[config.mk]
export PLATFORM = sky130hd
export DESIGN_NAME = link_frame_ctrl
export DESIGN_NICKNAME = d
export VERILOG_FILES = /design/src/rtl/link_pkg.sv /design/src/rtl/sat_counter.sv /design/src/rtl/link_frame_ctrl.sv
export SDC_FILE = /design/constraint.sdc
export NUM_CORES = 1
export LEC_CHECK = 0
export ABC_AREA = 1
export CORE_MARGIN = 2
export CORE_UTILIZATION = 48
export DETAILED_ROUTE_END_ITERATION = 8
export PLACE_DENSITY = 0.88
export RECOVER_POWER = 50
export SETUP_SLACK_MARGIN = 0.15
export SYNTH_ARGS = -nofsm -noshare
export SYNTH_HDL_FRONTEND = slang
export SYNTH_SLANG_ARGS = --single-unit
[constraint.sdc]
create_clock -name sys_clk -period 1.8 [get_ports sys_clk]
set_input_delay 0.36 -clock sys_clk [delete_from_list [all_inputs] [get_ports sys_clk]]
set_output_delay 0.36 -clock sys_clk [all_outputs]
set_load 0.005 [all_outputs]
[src/rtl/link_pkg.sv]
// link_pkg: definitions shared by the FSK loopback link blocks.
//   state_t  - frame controller state encoding (3 bits)
//   BYTE_W   - width of a payload byte
//   PREAMBLE - two-bit preamble that precedes each Hamming-framed word
package link_pkg;

    localparam int BYTE_W = 8;

    localparam logic [1:0] PREAMBLE = 2'b11;

    typedef enum logic [2:0] {
        IDLE    = 3'd0,
        SEND    = 3'd1,
        WAIT_TX = 3'd2,
        WAIT_RX = 3'd3,
        CHECK   = 3'd4,
        RETRY   = 3'd5
    } state_t;

endpackage

[src/rtl/sat_counter.sv]
// sat_counter: W-bit up-counter that holds at all-ones instead of wrapping.
//   clk   - clock, rising edge
//   clear - synchronous clear, has priority over inc
//   inc   - add one this cycle (ignored once the count is all-ones)
//   count - current value
module sat_counter #(
    parameter int W = 16
) (
    input  logic         clk,
    input  logic         clear,
    input  logic         inc,
    output logic [W-1:0] count
);

    always_ff @(posedge clk) begin
        if (clear) begin
            count <= '0;
        end else if (inc && (count != {W{1'b1}})) begin
            count <= count + W'(1);
        end
    end

endmodule

[src/rtl/link_frame_ctrl.sv]
// link_frame_ctrl: frame scheduler for the FSK loopback link.
// Accepts a byte from the requester, launches it into the Tx chain, waits for
// the Rx chain to return a decoded byte, compares, and resends on mismatch or
// timeout until the retry allowance is used up.
//   sys_clk, rst          - clock and synchronous active-high reset
//   req_valid/req_data    - requester byte, accepted when req_ready is high
//   req_ready             - high in IDLE while not in reset
//   tx_start/tx_data      - one-cycle launch pulse and the byte to send
//   tx_done               - Tx chain has finished shifting the frame out
//   rx_valid/rx_data      - decoded byte returned by the Rx chain
//   frame_ok/frame_fail   - one-cycle outcome pulses
//   busy                  - a frame is in progress
//   ok_cnt/err_cnt/retry_cnt - saturating statistics counters
module link_frame_ctrl
    import link_pkg::*;
#(
    parameter int TIMEOUT_CYCLES = 65535,
    parameter int MAX_RETRY      = 3,
    parameter int CNT_W          = 16
) (
    input  logic              sys_clk,
    input  logic              rst,
    input  logic              req_valid,
    input  logic [BYTE_W-1:0] req_data,
    output logic              req_ready,
    output logic              tx_start,
    output logic [BYTE_W-1:0] tx_data,
    input  logic              tx_done,
    input  logic              rx_valid,
    input  logic [BYTE_W-1:0] rx_data,
    output logic              frame_ok,
    output logic              frame_fail,
    output logic              busy,
    output logic [CNT_W-1:0]  ok_cnt,
    output logic [CNT_W-1:0]  err_cnt,
    output logic [CNT_W-1:0]  retry_cnt
);

    // Timer must hold TIMEOUT_CYCLES-1; attempt must hold MAX_RETRY.
    localparam int TMR_W = $clog2(TIMEOUT_CYCLES + 1);
    localparam int ATT_W = (MAX_RETRY > 0) ? $clog2(MAX_RETRY + 1) : 1;
    localparam logic [TMR_W-1:0] TMR_LAST = TMR_W'(TIMEOUT_CYCLES - 1);
    localparam logic [ATT_W-1:0] ATT_MAX  = ATT_W'(MAX_RETRY);

    state_t            state;
    logic [TMR_W-1:0]  timer;
    logic [ATT_W-1:0]  attempt;
    logic [BYTE_W-1:0] rx_byte;

    logic timed_out;
    logic ok_inc;
    logic err_inc;
    logic retry_inc;

    assign req_ready = (state == IDLE) && !rst;
    assign timed_out = (timer == TMR_LAST);

    // Counter strobes coincide with the edge that raises frame_ok/frame_fail,
    // so the counters are already updated while the pulse is visible.
    assign ok_inc    = (state == CHECK) && (rx_byte == tx_data);
    assign retry_inc = (state == RETRY) && (attempt < ATT_MAX);
    assign err_inc   = (state == RETRY) && !(attempt < ATT_MAX);

    always_ff @(posedge sys_clk) begin
        if (rst) begin
            state      <= IDLE;
            tx_start   <= 1'b0;
            frame_ok   <= 1'b0;
            frame_fail <= 1'b0;
            busy       <= 1'b0;
            tx_data    <= '0;
            attempt    <= '0;
            timer      <= '0;
        end else begin
            tx_start   <= 1'b0;
            frame_ok   <= 1'b0;
            frame_fail <= 1'b0;
            case (state)
                IDLE: begin
                    if (req_valid && req_ready) begin
                        tx_data <= req_data;
                        attempt <= '0;
                        busy    <= 1'b1;
                        state   <= SEND;
                    end
                end
                SEND: begin
                    tx_start <= 1'b1;
                    timer    <= '0;
                    state    <= WAIT_TX;
                end
                WAIT_TX: begin
                    // rx_valid here is a leftover from an earlier attempt.
                    timer <= timer + TMR_W'(1);
                    if (tx_done) begin
                        state <= WAIT_RX;
                    end else if (timed_out) begin
                        state <= RETRY;
                    end
                end
                WAIT_RX: begin
                    // A byte arriving on the timeout cycle still gets checked.
                    timer <= timer + TMR_W'(1);
                    if (rx_valid) begin
                        rx_byte <= rx_data;
                        state   <= CHECK;
                    end else if (timed_out) begin
                        state <= RETRY;
                    end
                end
                CHECK: begin
                    if (rx_byte == tx_data) begin
                        frame_ok <= 1'b1;
                        busy     <= 1'b0;
                        state    <= IDLE;
                    end else begin
                        state <= RETRY;
                    end
                end
                RETRY: begin
                    if (attempt < ATT_MAX) begin
                        attempt <= attempt + ATT_W'(1);
                        state   <= SEND;
                    end else begin
                        frame_fail <= 1'b1;
                        busy       <= 1'b0;
                        state      <= IDLE;
                    end
                end
                default: begin
                    busy  <= 1'b0;
                    state <= IDLE;
                end
            endcase
        end
    end

    sat_counter #(.W(CNT_W)) u_ok_cnt (
        .clk   (sys_clk),
        .clear (rst),
        .inc   (ok_inc),
        .count (ok_cnt)
    );

    sat_counter #(.W(CNT_W)) u_err_cnt (
        .clk   (sys_clk),
        .clear (rst),
        .inc   (err_inc),
        .count (err_cnt)
    );

    sat_counter #(.W(CNT_W)) u_retry_cnt (
        .clk   (sys_clk),
        .clear (rst),
        .inc   (retry_inc),
        .count (retry_cnt)
    );

endmodule

# After elaboration in Yosys (flattened, before gate mapping)
# Cells that the tools add are included.
# op_classes
add_sub_neg,5
magnitude_cmp,1
n_eq_ne,14
muxes,18
bitwise_logic,4
n_reduce_logical,21
# ops
operator,n
16-bit by 1-bit adder with 16-bit output (second input constant),4
16-bit inequality test (second input constant),3
16-bit one-hot mux with 2 select lines,1
3-bit one-hot mux with 6 select lines,1
16-bit == test (second input constant),1
3-bit two-way mux,5
8-bit == test,1
1-bit logical AND,8
1-bit two-way mux,7
3-bit by 2-bit == test with 1-bit output (second input constant),2
3-bit == test (second input constant),2
2-bit by 1-bit inequality test with 1-bit output (second input constant),3
3-bit AND reduction,2
2-bit OR reduction,3
2-bit two-way mux,2
1-bit inverter,4
1-bit one-hot mux with 4 select lines,1
2-bit one-hot mux with 2 select lines,1
4-bit AND reduction,1
2-bit nonzero test,2
3-bit by 1-bit == test with 1-bit output (second input constant),1
3-bit logical NOT,1
3-bit OR reduction,1
2-bit by 1-bit adder with 2-bit output (second input constant),1
4 further kinds,5
# word_totals
reg_bits,89
input_bits,21
output_inout_bits,61
word_cells,75

# Logic depth before layout (Yosys ltp)
# Gate-level depths: netlist of run 1.
# depth
word_depth,5
mapped_depth,12
depth_no_buf,12

# Modules after synthesis
# Synthesis of run 1 repeated with hierarchy kept, for this count alone.
# hier_totals
cells_unflattened,702
hier_area_um2,4794.6
# modules_own_cells
mod,instances,cells_per_inst,area_each_um2,seq_area_each_um2
sat_counter,3,149,929.6,320.3
link_frame_ctrl,1,255,2005.7,900.9

# Least setup slack after synthesis of run 1
# OpenSTA, ideal clock, no wires.
# synth_timing
path_kind,input -> register
startpoint,input port rst
endpoint,"register rx_byte[0], enable pin"
setup_time_ps,383
t_arrival_ps,1409
required_time_ps,1417
slack_ps,7
cell_stages,3
path_buffers,2
cell_sequence,buf_1 > buf_1 > nor3_1
# synth_via
elab_chain_len,2
# synth_lines
item,line_no,source
"start, declared",link_frame_ctrl.sv:22,"input logic rst,"
1-bit inverter (no source line),-,
3-bit AND reduction (no source line),-,
"end signal, assigned",link_frame_ctrl.sv:105,rx_byte <= rx_data;
"end, declared",link_frame_ctrl.sv:48,logic [BYTE_W-1:0] rx_byte;
# No other way between the ends.
# A chain may end at the register's enable or synchronous reset.

# Worst setup path in the final report of run 1
# layout_timing
startpoint,register u_retry_cnt.count[1]
endpoint,output port retry_cnt[1]
# layout_rtl
item,line_no,source
"start, declared",sat_counter.sv:12,output logic [W-1:0] count
"start signal, assigned",sat_counter.sv:19,count <= count + W'(1);
"end, declared",link_frame_ctrl.sv:36,output logic [CNT_W-1:0] retry_cnt
# No word-level cell between the ends.

==> flow_metrics.tcl, run 1 <==
set metrics [dict create \
    grt_pass1_wl_mm 17.75 \
    power_uw 3951 \
    critPathBufInv 1 \
    cts_max_level 3 \
    cp_max_fo 4 \
    drt_iter0_drc 288 \
    worst_setup_path_end_kind "output port" \
    syn_nets 694 \
    cp.depth 1 \
    syn_to_final_growth_pct 33.24 \
    final_hold_viol_count 0 \
    diodes 0 \
    min_period_ns 1.666 \
    maxCapViolCount 0 \
    worstPathRequired_ns 1.44 \
    worstMarginPinSlew_ns 0.4020 \
    drive_gt1_share_pct 16.94 \
    avgSynthCellArea_um2 7.008 \
    syn_inst 667 \
    gp_congestion 0.9049 \
    cts_buffer_depth 2 \
    clock_latency_ns 0.35 \
    reg2reg_from "timer[6]" \
    critical_path.cell_chain "dlygate4sd3_1" \
    period_share_pct 92.56 \
    final.setup.tns_ns 0 \
    finClkSkew_ns 0.01775 \
    drt-total-wl_mm 11.58 \
    crit_family "buffers and inverters" \
    ys.warnings.count 0 \
    synth_cell_types 43 \
    start_util_pct 48.72 \
    cts-buffers-inserted 9 \
    viasPerCell 5.193 \
    crit_type "reg -> out" \
    vias 4767 \
    min_from "rst" \
    chipWidth_um 102.7 \
    stdcell_area_um2 6228 \
    reg2reg_to "timer[11]" \
    max-vdd-ir-drop_mv 0.3576 \
    grt_max_degree 32 \
    cts.sinks 89 \
    holdPathStages 4 \
    cp_slowest_cell "dlygate4sd3_1" \
    cts-hold-fix-buffers 0 \
    dieHeight_um 102.7 \
    critPathArrivalTime_ns 1.31 \
    p_per_area_nw_per_um2 634.3 \
    synth-seq-cells 89 \
    fin_nets 807 \
    status "completed" \
    wl_per_cell_um 12.62 \
    hold_path.class "in -> reg" \
    syn_area_um2 4674 \
    clk_pin_slew_worst_paths_ns 0.09 \
    core_um2 9594 \
    drv_slew 0 \
    antenna_found_initial 0 \
    timing.hold.ws_ns 0.4296 \
    gr-total-overflow 0 \
    setup_viol 0 \
    rrSetupSlack_ns 0.16 \
    io_buffer_count 81 \
    cts_tree "yes" \
    slew_headroom_pct 73.17 \
    antenna_left 0 \
    power_leakage_uw 0.002420 \
    cp_slowest_stage_delay_ns 0.59 \
    grt_usage_pct 20.79 \
    grt_setup_unrepaired "true" \
    num_rows 36 \
    max_freq_mhz 600.2 \
    ioPinCount 82 \
    drtPass1Iterations 5 \
    dpl_cell_area_um2 5704 \
    drc 0 \
    grt_pass1_vias 4072 \
    dieArea_um2 10540 \
    ys_seq_area_share_pct 39.83 \
    worst_hold_path.endpoint "busy" \
    startpoint_type "flop" \
    reg2reg_depth 9 \
    hpwl_mm 7.931 \
    fillCellCount 801 \
    cts_root_buffer "clkbuf_8" \
]
kinds of logic after synthesis:
kind of cell | after synthesis | share of synthesized area, %
AOI/OAI and AO/OA | 104 | 12.15
xor gates and xnor gates | 24 | 4.497
adders and majority gates | 6 | 1.606
buffers and inverters | 96 | 8.619
DFF | 89 | 39.83
and+or+nand+nor | 348 | 33.30
cells in the mapped netlist, drive strengths merged:
cell type | count | area share (%)
a221oi | 1 | 0.19
inv | 78 | 6.3
and3 | 1 | 0.13
nor2 | 73 | 6.9
a22oi | 1 | 0.16
clkbuf | 6 | 0.56
ha | 6 | 1.6
o211ai | 3 | 0.48
edfxtp | 8 | 5.1
dfxtp | 81 | 35
xor2 | 13 | 2.4
nand3b | 1 | 0.16
nand4 | 13 | 1.9
o21ai | 25 | 2.7
a21oi | 62 | 6.6
o221a | 1 | 0.24
nor4 | 1 | 0.13
xnor2 | 11 | 2.1
nor3b | 3 | 0.59
nand3 | 52 | 5.9
nor3 | 22 | 2.5
nand2 | 179 | 15
buf | 12 | 1.8
a311oi | 1 | 0.19
a31oi | 4 | 0.54
o221ai | 1 | 0.19
o211a | 1 | 0.21
or2 | 3 | 0.40
o21bai | 4 | 0.64
state kept, by name, summed over array words and instances, names as in the netlist:
signal and count:
u_retry_cnt.count 16, rx_byte 8, tx_data 8, tx_start 1
frame_fail 1, busy 1, state 3, attempt 2
frame_ok 1, u_err_cnt.count 16, u_ok_cnt.count 16, timer 16
worst max path at each step:
stage	slack, ns	startpoint	end
3_3_place_gp	0.15	u_err_cnt.count[1]	u_err_cnt.count[0]
2_1_floorplan	0.19	u_err_cnt.count[0]	u_err_cnt.count[2]
6_report	0.13	u_retry_cnt.count[1]	retry_cnt[1]
4_1_cts	0.07	state[0]	req_ready
3_5_place_dp	0.05	u_err_cnt.count[1]	u_err_cnt.count[0]
5_1_grt	0.007	timer[6]	timer[11]
stage by stage:
step,utilization (%),setup WS (ns),instances
6_report,64.92,0.1340,918
5_1_grt,64.92,0.006686,918
4_1_cts,62.91,0.07175,903
3_5_place_dp,59.45,0.04507,883
3_3_place_gp,59.45,0.1501,883
2_1_floorplan,-,0.1930,667
placed cells by master (no fill, tap or decap), drive strengths merged, types with 2 or more instances in the layout:
master / n
nand3: 52
nor2: 73
dlygate4sd2: 6
buf: 34
clkbuf: 19
nand2: 180
a31oi: 4
o21bai: 4
xor2: 13
clkinvlp: 2
inv: 77
edfxtp: 8
xnor2: 11
dfxtp: 81
clkdlybuf4s50: 59
dlygate4sd3: 14
nor3: 22
ha: 6
nand4: 13
a21oi: 62
o21ai: 25
or2: 3
nor3b: 3
o211ai: 3
per-layer routing:
layer / wire (µm) / track usage, % / vias to the layer above / share of wire, %
met5: 0 / 0 / - / 0
met4: 229 / 9.231 / 0 / 2.0
met3: 462 / 2.712 / 20 / 4.0
met2: 5789 / 35.14 / 123 / 50
met1: 5102 / 26.60 / 2225 / 44
li1: - / - / 2399 / -
power by group:
part	internal (µW)	leakage, µW	switching (µW)
logic	176	0.00156	224
registers	2020	0.000747	31.5
clock network	806	0.000111	694
final cells by class:
type,instances,area [µm²],area share (%)
multi-input cells,483,2511,40.32
repair buffers,119,1091,17.52
flip-flops and latches,89,1927,30.94
clock buffers,13,180.2,2.893
clock inverters,3,46.29,0.7433
inverters,78,306.5,4.922
well taps,133,166.4,2.672
repair_timing:
| action | 4_1_cts | 5_1_grt |
|---|---|---|
| gates cloned | 0 | 2 |
| buffers inserted | 4 | 13 |
| endpoints found under the hold margin | 0 | 0 |
| resized for setup | 49 | 60 |
| pin swaps | 2 | 12 |
| setup endpoints to repair | 63 | 77 |
No activity file was read; power rests on OpenSTA's default activity.
==> inputs of run 2 (changes only) <==
==> constraint.sdc (replaced) <==
create_clock -name sys_clk -period 1.8 [get_ports sys_clk]
set_input_delay 0.36 -clock sys_clk [delete_from_list [all_inputs] [get_ports sys_clk]]
set_output_delay 0.36 -clock sys_clk [all_outputs]
set_load 0.05 [all_outputs]
==> run 2 against run 1 <==
Critical path depth grew 5. Sequential cell count is the same. Clock skew shrank 0.0058 ns. Combinational power grew 26%. Clock power is essentially flat. Utilization shrank 3.5 points. Via count grew 1.4%. Sequential power is essentially flat. Critical path type unchanged. Largest cell class unchanged. Highest routed layer unchanged.
==> flow_metrics.tcl, run 2 (synthesized netlist as in run 1, its figures left out) <==
set metrics [dict create \
    worst_setup_path_end_kind "output port" \
    drc 0 \
    dpl_cell_area_um2 5569 \
    ioPinCount 82 \
    core_um2 9594 \
    hold_path.class "in -> reg" \
    max-vdd-ir-drop_mv 0.3480 \
    power_uw 4085 \
    cts_max_level 3 \
    power_leakage_uw 0.002260 \
    final_cell_mix "nand2_1, inv_1, nor2_1, a21oi_1, nand3_1" \
    clk_pin_slew_worst_paths_ns 0.09 \
    chipWidth_um 102.7 \
    cts_root_buffer "clkbuf_8" \
    dieArea_um2 10540 \
    grt_usage_pct 23.63 \
    wl_per_cell_um 13.88 \
    cp_slowest_cell "dfxtp_1" \
    cts-buffers-inserted 9 \
    gr-total-overflow 0 \
    cts-hold-fix-buffers 0 \
    worstMarginPinSlew_ns 0.6795 \
    startpoint_type "flop" \
    hpwl_mm 8.483 \
    viasPerCell 5.325 \
    gp_congestion 0.9372 \
    crit_type "reg -> out" \
    min_period_ns 1.729 \
    grt_pass1_wl_mm 19.99 \
    utilization_pct 61.45 \
    fin_nets 797 \
    diodes 0 \
    finClkSkew_ns 0.01193 \
    reg2reg_depth 7 \
    cp_common_cell "nor2_4" \
    final.setup.tns_ns 0 \
    dpl.cell_count 873 \
    num_rows 36 \
    drtPass1Iterations 5 \
    crit_family "flip-flops" \
    slew_headroom_pct 54.90 \
    reg2reg_from "state[0]" \
    cts.sinks 89 \
    syn_to_final_growth_pct 26.12 \
    layout.cells.most_common "nand2_1" \
    dieHeight_um 102.7 \
    drv_slew 0 \
    critPathArrivalTime_ns 1.37 \
    critPathBufInv 3 \
    grt_max_degree 36 \
    rrSetupSlack_ns 0.12 \
    io_buffer_count 81 \
    cts_buffer_depth 2 \
    cts_tree "yes" \
    final_cell_count_no_fill 908 \
    stdcell_area_um2 5896 \
    cp_slowest_stage_delay_ns 0.36 \
    worstPathRequired_ns 1.44 \
    reg2reg_to "u_err_cnt.count[11]" \
    min_from "rst" \
    worst_hold_path.endpoint "busy" \
    antenna_left 0 \
    p_per_area_nw_per_um2 692.9 \
    critical_path.cell_chain "nor2_4 > inv_2 > nor2_4 > inv_2 > nor2_4 > buf_8" \
    antenna_found_initial 0 \
    drt-total-wl_mm 12.60 \
    final_hold_viol_count 0 \
    maxCapViolCount 0 \
    period_share_pct 96.07 \
    drt_iter0_drc 338 \
    clock_latency_ns 0.37 \
    drive_gt1_share_pct 20.77 \
    setup_viol 0 \
    holdPathStages 2 \
    vias 4835 \
    status "completed" \
    grt_pass1_vias 4425 \
    grt_setup_unrepaired "true" \
    cp_max_fo 2 \
    start_util_pct 48.72 \
    max_freq_mhz 578.3 \
]
[run 2: cell type report]
cell class	instances	area [µm²]
multi-input combinational	485	2580
fill	856	3699
clock inverter	7	92.59
clock buffer	9	123.9
tap	133	166.4
timing repair buffer	107	693.2
inverter	78	304.0
sequential	89	1936
[run 2: routing by layer]
metal,wire length [µm],vias up,track usage [%]
met4,216,0,7.692
li1,-,2382,-
met1,5311,2270,29.49
met5,0,-,0
met3,715,24,4.949
met2,6356,159,40.77
[run 2: power breakdown]
part	internal (µW)	switching [µW]	total, µW
Combinational	176	329	505
Sequential	2030	36.8	2070
Clock	782	732	1510
[run 2: through the flow]
| step | hold WS (ns) | setup WS (ns) |
|---|---|---|
| 2_1_floorplan | 0.4550 | 0.1282 |
| 3_3_place_gp | 0.4522 | 0.1473 |
| 3_5_place_dp | 0.4590 | 0.06138 |
| 4_1_cts | 0.3664 | 0.06388 |
| 5_1_grt | 0.3677 | 0.01814 |
| 6_report | 0.3847 | 0.07066 |
[run 2: worst max path at each step]
stage	startpoint	to	slack (ns)	cells after the start
6_report	state[0]	req_ready	0.07	6
5_1_grt	state[0]	req_ready	0.02	6
4_1_cts	state[1]	req_ready	0.06	6
3_5_place_dp	u_err_cnt.count[1]	u_err_cnt.count[0]	0.06	10
3_3_place_gp	u_err_cnt.count[1]	u_err_cnt.count[0]	0.15	10
2_1_floorplan	u_err_cnt.count[9]	u_err_cnt.count[2]	0.13	8
[run 2: repair_timing]
| action | in CTS | in global routing |
|---|---|---|
| gates resized for setup | 12 | 40 |
| cloned | 0 | 3 |
| setup endpoints to repair | 29 | 74 |
| buffers inserted | 7 | 9 |
| pin swaps | 3 | 12 |
